<file path="config.mk">
export PLATFORM = sky130hd
export DESIGN_NAME = cmd_route_cntrl
export DESIGN_NICKNAME = d
export VERILOG_FILES = /design/src/rtl/cmd_route_cntrl.sv
export SDC_FILE = /design/constraint.sdc
export NUM_CORES = 1
export LEC_CHECK = 0
export CAP_MARGIN = 20
export CORE_ASPECT_RATIO = 0.5
export CORE_MARGIN = 8
export CORE_UTILIZATION = 40
export CTS_CLUSTER_SIZE = 10
export DETAILED_ROUTE_END_ITERATION = 10
export GPL_TIMING_DRIVEN = 0
export HOLD_SLACK_MARGIN = 0.06
export PLACE_DENSITY = 0.66
export SLEW_MARGIN = 30
export SYNTH_ARGS = -nofsm -noshare
export SYNTH_HDL_FRONTEND = slang
export SYNTH_SLANG_ARGS = --single-unit
</file>
<file path="constraint.sdc">
create_clock -name clk -period 4.7 [get_ports clk]
set_clock_uncertainty 0.1 [all_clocks]
set_input_delay 0.94 -clock clk [delete_from_list [all_inputs] [get_ports clk]]
set_output_delay 0.94 -clock clk [all_outputs]
set_load 0.02 [all_outputs]
</file>
<file path="src/rtl/cmd_route_cntrl.sv">
// Multi-stop route command controller: waypoint queue, go/stop control and blocked-path buzzer.
// Optional define WAYPOINT_DWELL_EN adds a timed dwell at intermediate waypoints.
module cmd_route_cntrl #(
   parameter int unsigned ID_W         = 6,
   parameter int unsigned DEPTH        = 4,
   parameter int unsigned BUZZ_PERIOD  = 12500,
   parameter int unsigned DWELL_CYCLES = 50000000
) (
   input  logic                     clk,
   input  logic                     rst_n,
   input  logic [ID_W+1:0]          cmd,
   input  logic                     cmd_rdy,
   input  logic [ID_W+1:0]          ID,
   input  logic                     ID_vld,
   input  logic                     OK2Move,
   output logic                     clr_cmd_rdy,
   output logic                     clr_ID_vld,
   output logic                     go,
   output logic                     in_transit,
   output logic                     buzz,
   output logic                     buzz_n,
   output logic [$clog2(DEPTH):0]   q_cnt,
   output logic                     arrived,
   output logic                     cmd_err
);

   localparam int unsigned PtrW  = $clog2(DEPTH);
   localparam int unsigned BuzzW = $clog2(BUZZ_PERIOD);

   localparam logic [BuzzW-1:0] BuzzLast = BuzzW'(BUZZ_PERIOD - 1);
   localparam logic [BuzzW-1:0] BuzzHalf = BuzzW'(BUZZ_PERIOD / 2);
   localparam logic [PtrW:0]    QFull    = (PtrW+1)'(DEPTH);

   localparam logic [1:0] OpStop   = 2'b00;
   localparam logic [1:0] OpGo     = 2'b01;
   localparam logic [1:0] OpAppend = 2'b10;
   localparam logic [1:0] OpRun    = 2'b11;

   typedef enum logic [1:0] {StIdle, StMove, StDwell} state_e;

   state_e state_q, state_d;

   logic [ID_W-1:0]  mem [DEPTH];
   logic [PtrW-1:0]  wr_ptr_q, rd_ptr_q;
   logic [PtrW:0]    cnt_q;
   logic [BuzzW-1:0] buzz_cnt_q;
   logic             arrived_q, arrived_d;
   logic             cmd_err_q, cmd_err_d;
   logic             push, pop, flush;
   logic             buzz_en, dwell_done;

   logic [1:0]      op;
   logic [ID_W-1:0] cmd_id;
   logic            q_full, q_empty, id_match;

   assign op       = cmd[ID_W+1:ID_W];
   assign cmd_id   = cmd[ID_W-1:0];
   assign q_full   = (cnt_q == QFull);
   assign q_empty  = (cnt_q == '0);
   assign id_match = (ID[ID_W-1:0] == mem[rd_ptr_q]);

   // Barcode opcode bits are never compared.
   logic unused_id_op;
   assign unused_id_op = ^ID[ID_W+1:ID_W];

`ifdef WAYPOINT_DWELL_EN
   localparam int unsigned      DwellW    = $clog2(DWELL_CYCLES + 1);
   localparam logic [DwellW-1:0] DwellLast = DwellW'(DWELL_CYCLES - 1);

   logic [DwellW-1:0] dwell_cnt_q;

   always_ff @(posedge clk or negedge rst_n) begin
      if (!rst_n)                  dwell_cnt_q <= '0;
      else if (state_q == StDwell) dwell_cnt_q <= dwell_cnt_q + 1'b1;
      else                         dwell_cnt_q <= '0;
   end

   assign dwell_done = (dwell_cnt_q == DwellLast);
`else
   logic [31:0] unused_dwell_cycles;
   assign unused_dwell_cycles = 32'(DWELL_CYCLES);
   assign dwell_done          = 1'b0;
`endif

   // State register
   always_ff @(posedge clk or negedge rst_n) begin
      if (!rst_n) begin
         state_q   <= StIdle;
         arrived_q <= 1'b0;
         cmd_err_q <= 1'b0;
      end else begin
         state_q   <= state_d;
         arrived_q <= arrived_d;
         cmd_err_q <= cmd_err_d;
      end
   end

   // Next-state and queue control; cmd_rdy always wins over ID_vld.
   always_comb begin
      state_d   = state_q;
      push      = 1'b0;
      pop       = 1'b0;
      flush     = 1'b0;
      arrived_d = 1'b0;
      cmd_err_d = 1'b0;
      unique case (state_q)
         StIdle: begin
            if (cmd_rdy) begin
               unique case (op)
                  OpStop:   flush = 1'b1;
                  OpGo: begin
                     flush   = 1'b1;
                     push    = 1'b1;
                     state_d = StMove;
                  end
                  OpAppend: begin
                     if (q_full) cmd_err_d = 1'b1;
                     else        push      = 1'b1;
                  end
                  OpRun: begin
                     if (q_empty) cmd_err_d = 1'b1;
                     else         state_d   = StMove;
                  end
               endcase
            end
         end
         StMove: begin
            if (cmd_rdy) begin
               unique case (op)
                  OpStop:   state_d = StIdle;
                  OpGo: begin
                     flush = 1'b1;
                     push  = 1'b1;
                  end
                  OpAppend: begin
                     if (q_full) cmd_err_d = 1'b1;
                     else        push      = 1'b1;
                  end
                  OpRun: ;
               endcase
            end else if (ID_vld && id_match) begin
               pop = 1'b1;
               if (cnt_q == (PtrW+1)'(1)) begin
                  state_d   = StIdle;
                  arrived_d = 1'b1;
               end
`ifdef WAYPOINT_DWELL_EN
               else begin
                  state_d = StDwell;
               end
`endif
            end
         end
         StDwell: begin
            state_d = dwell_done ? StMove : StDwell;
            if (cmd_rdy) begin
               unique case (op)
                  OpStop:   state_d = StIdle;
                  OpGo: begin
                     flush   = 1'b1;
                     push    = 1'b1;
                     state_d = StMove;
                  end
                  OpAppend: begin
                     if (q_full) cmd_err_d = 1'b1;
                     else        push      = 1'b1;
                  end
                  OpRun: ;
               endcase
            end
         end
         default: state_d = StIdle;
      endcase
   end

   // Outputs
   always_comb begin
      in_transit  = (state_q != StIdle);
      go          = (state_q == StMove) & OK2Move;
      buzz_en     = (state_q == StMove) & ~OK2Move;
      buzz        = buzz_en & (buzz_cnt_q >= BuzzHalf);
      buzz_n      = buzz_en & (buzz_cnt_q < BuzzHalf);
      clr_cmd_rdy = cmd_rdy;
      clr_ID_vld  = ID_vld & ~cmd_rdy;
      arrived     = arrived_q;
      cmd_err     = cmd_err_q;
      q_cnt       = cnt_q;
   end

   // Waypoint queue pointers; a GO flush and its load land in one cycle.
   always_ff @(posedge clk or negedge rst_n) begin
      if (!rst_n) begin
         wr_ptr_q <= '0;
         rd_ptr_q <= '0;
         cnt_q    <= '0;
      end else if (flush) begin
         rd_ptr_q <= '0;
         wr_ptr_q <= push ? PtrW'(1) : '0;
         cnt_q    <= push ? (PtrW+1)'(1) : '0;
      end else if (push) begin
         wr_ptr_q <= wr_ptr_q + 1'b1;
         cnt_q    <= cnt_q + 1'b1;
      end else if (pop) begin
         rd_ptr_q <= rd_ptr_q + 1'b1;
         cnt_q    <= cnt_q - 1'b1;
      end
   end

   always_ff @(posedge clk) begin
      if (push) mem[flush ? '0 : wr_ptr_q] <= cmd_id;
   end

   always_ff @(posedge clk or negedge rst_n) begin
      if (!rst_n)         buzz_cnt_q <= '0;
      else if (!buzz_en)  buzz_cnt_q <= '0;
      else if (buzz_cnt_q == BuzzLast) buzz_cnt_q <= '0;
      else                buzz_cnt_q <= buzz_cnt_q + 1'b1;
   end

endmodule

</file>
==> results.cfg <==
[critical_path]
critical_path.max_stage_delay_ns = 0.64
critical_path_class = in -> out
worst_ep_required_time_ns = 3.66
start_kind = primary input
critical_path.most_common_cell = clkdlybuf4s50_1
cp_cell_sequence = clkdlybuf4s50_1 > nand2b_1 > nor3_1 > clkdlybuf4s50_1
timing.critical_path.slowest_stage_cell = clkdlybuf4s50_1
endpoint_kind = primary output
cp_top_family = buffers and inverters
critical_path_buf_inv_count = 2
reg2reg_slack_ns = 2.28
worstPathArrival_ns = 2.39
critical_path_peak_fanout = 3

[finish]
finalNonFillerCells = 354
final_net_count = 300
drive_above_1_share_pct = 7.519
synthToLayoutAreaGrowth_pct = 20.81
antenna_cells = 0

[floorplan]
die-width_um = 129.8
floorplan.die_area_mm2 = 0.009466
chipHeight_um = 72.92
ioPinCount = 32
coreArea_mm2 = 0.006156
rows = 20
initial_core_util_pct = 42.09

[placed_design]
place.detailed.instances = 346
portBuffers = 29
globalplace.congestion = 0.8482
detailedPlace.worstSlack_ns = 1.280
hpwl_mm = 3.848

[global_routing]
grt_first_pass_wirelength_mm = 8.583
met1_usage_grt_pct = 13.58
antenna_found_initial = 0
grt_start_max_net_pins = 26
grt.total_usage_pct = 11.49
global_route.usage.met3_pct = 3.207
met2_usage_pct = 20.11
number_of_global_route_vias_before_repair = 1794
global_route_congestion_overflow_total = 0
grt-busiest-layer = met2

[power_and_ir_drop]
combinationalPowerShare_pct = 26.8
p_clk_share_pct = 29.2
share_seq_of_total_power_pct = 44.1
pwr_density_cell_mw_per_mm2 = 381.5
report.power.total_uw = 1194
internal-power_uw = 831.4
power.net_switching_uw = 362.8
switching_share_pct = 30.38
leakage_uw = 0.001181
vdd_ir_drop_max_v = 0.0001800

[yosys]
synth.distinct_cells = 44
netlist_top_cells_area = edfxtp_1 (28%), dfrtp_1 (24%), ha_1 (6.8%)
synthesis_warning_total = 0
ys_dominant_reg_cell = dfrtp_1
library_cell_with_the_largest_summed_area_after_synthesis = edfxtp_1
synth_area_per_cell_um2 = 11.32
mappedNetlistNets = 264
syn-instance-count = 229
sequential_share_of_the_synthesized_area_pct = 51.96
netlist_top_cells_count = nor2_1 (31), dfrtp_1 (25), edfxtp_1 (24)
synth_largest_type_area_fraction_pct = 27.81
yosys.cell_count.top_type = nor2_1
post_synth_instance_area_mm2 = 0.002591
synth_edf_count = 24
async_reset_ff_share_pct = 51.02
synth.ff_latch_count = 49

[sta]
clock.fmax_ghz = 0.2917
slew_headroom_pct = 47.46
post-route-min-period_ns = 3.429
fin_tns_setup_ns = 0
grt_setup_unrepaired = no
finalHoldViolations = 0
final-setup-viol-count = 0
final-max-slew-violation-count = 0
timing.final.crit_share_pct = 72.95
worst_slew_pin_slew_ns = 0.7798
post-route-worst-setup-slack_ns = 1.271

[drt]
initialDrtViolationCount = 83
detail-route-antenna-nets = 0
detailroute.via_count = 1763
detail_route.wl_per_cell_um = 14.52
drt_pre_antenna_iters = 5
drt-vias-per-instance = 4.980
detail_route.wirelength_mm = 5.140
drc_errors = 0

[clock_tree]
root_buffer_cell = clkbuf_16
clock_insertion_delay_worst_skew_ns = 0.29
clkTransAtPathRegs_ns = 0.06
cts_post_setup_buffers_inserted = 0
cts-buffers-inserted = 5
cts_htree_levels = 2
cts_tree = yes
cts_hold_buf = 0
max_buffers_root_to_sink = 2
clock_sinks = 49
cts_repair_resize_count = 0

[min_path]
type_of_the_tightest_min_delay_check = reg -> reg

[status]
outcome = complete, no violations

[flow_run]
drv_cap = 0
layout by cell type, fill, tap and decap left out, types with 2 or more instances in the layout:
master,synthesis,final
clkbuf_16,0,5
ha_1,14,14
and3_1,3,3
dfrtp_1,25,25
clkdlybuf4s50_1,0,28
edfxtp_1,24,24
nor2_1,31,31
and2b_2,2,2
buf_6,2,2
nor3_1,6,6
a21oi_1,6,6
nor2b_1,3,3
o211ai_1,4,4
nand3_1,9,9
o21ai_0,5,5
xor2_1,10,10
mux2i_1,9,9
nand2b_1,2,2
inv_1,10,10
nor4_1,2,2
nand2_1,20,20
clkinvlp_4,0,2
mux4_2,3,3
a31oi_1,2,2
clkbuf_1,2,3
o21a_1,2,2
xnor2_1,12,12
nand4_1,2,2
area by class of cell:
type                            instances  area (um2)
Buffer                                  5       37.54
Clock buffer                            6       128.9
Clock inverter                          2       15.01
Fill cell                             585        3025
Inverter                               10       37.54
Multi-Input combinational cell        165        1170
Sequential cell                        49        1346
Tap cell                               88       110.1
Timing Repair Buffer                   29       285.3
registers in the layout, summed over array words and instances, names as in the netlist:
name and flops:
arrived 1, buzz_cnt_q 14, cmd_err 1, mem 24
q_cnt 3, rd_ptr_q 2, state_q 2, wr_ptr_q 2
routing by layer:
metal  wire length, um  share of wire (%)
met1              2382                 46
met2              2528                 49
met3               179                3.5
met4                49               0.95
met5                 0                  0
kinds of logic after synthesis:
family	after synthesis	synth area share (%)
AOI/OAI and AO/OA	29	7.726
xor gates and xnor gates	22	7.436
adders and majority gates	14	6.760
buffers and inverters	15	2.897
DFF	49	51.96
muxes	14	7.533
and+or+nand+nor	86	15.69
stage by stage:
step | utilization [%] | hold slack (ns) | cell area (um2)
after CTS | 50.85 | 0.3961 | 3131
final | 50.85 | 0.3938 | 3131
after detailed placement | 48.52 | 0.3878 | 2987
after global placement | 48.60 | 0.3696 | 2992
after global routing | 50.85 | 0.4096 | 3131
after floorplan | - | 0.3536 | 2591
final timing paths:
kind	start	to	cells past startpoint
max	OK2Move	buzz_n	4
min	buzz_cnt_q[0]$_DFF_PN0_	buzz_cnt_q[0]$_DFF_PN0_	1
max reg2reg	state_q[0]$_DFFE_PN0P_	mem[1][0]$_DFFE_PP_	7
min reg2reg	buzz_cnt_q[0]$_DFF_PN0_	buzz_cnt_q[0]$_DFF_PN0_	1
max in group asynchronous	rst_n	buzz_cnt_q[5]$_DFF_PN0_	1
min in group asynchronous	rst_n	wr_ptr_q[0]$_DFFE_PN0P_	1
power groups by stage:
stage | Clock [uW] | Sequential (uW) | Combinational, uW
finish | 348 | 527 | 319
global route | 380 | 532 | 352
CTS | 359 | 527 | 321
detailed placement | 0 | 534 | 319
global placement | 0 | 531 | 315
floorplan | 0 | 541 | 194
worst reg2reg max path, cell delays in order, from the launching register on:
cell and delay (ns):
dfrtp_1 0.39, inv_1 0.09, ha_1 0.30, and2b_2 0.22, o21a_1 0.21, nor2_1 0.19, nand2_1 0.08, nor2_1 0.47
Power figures use the tool's default switching activity.
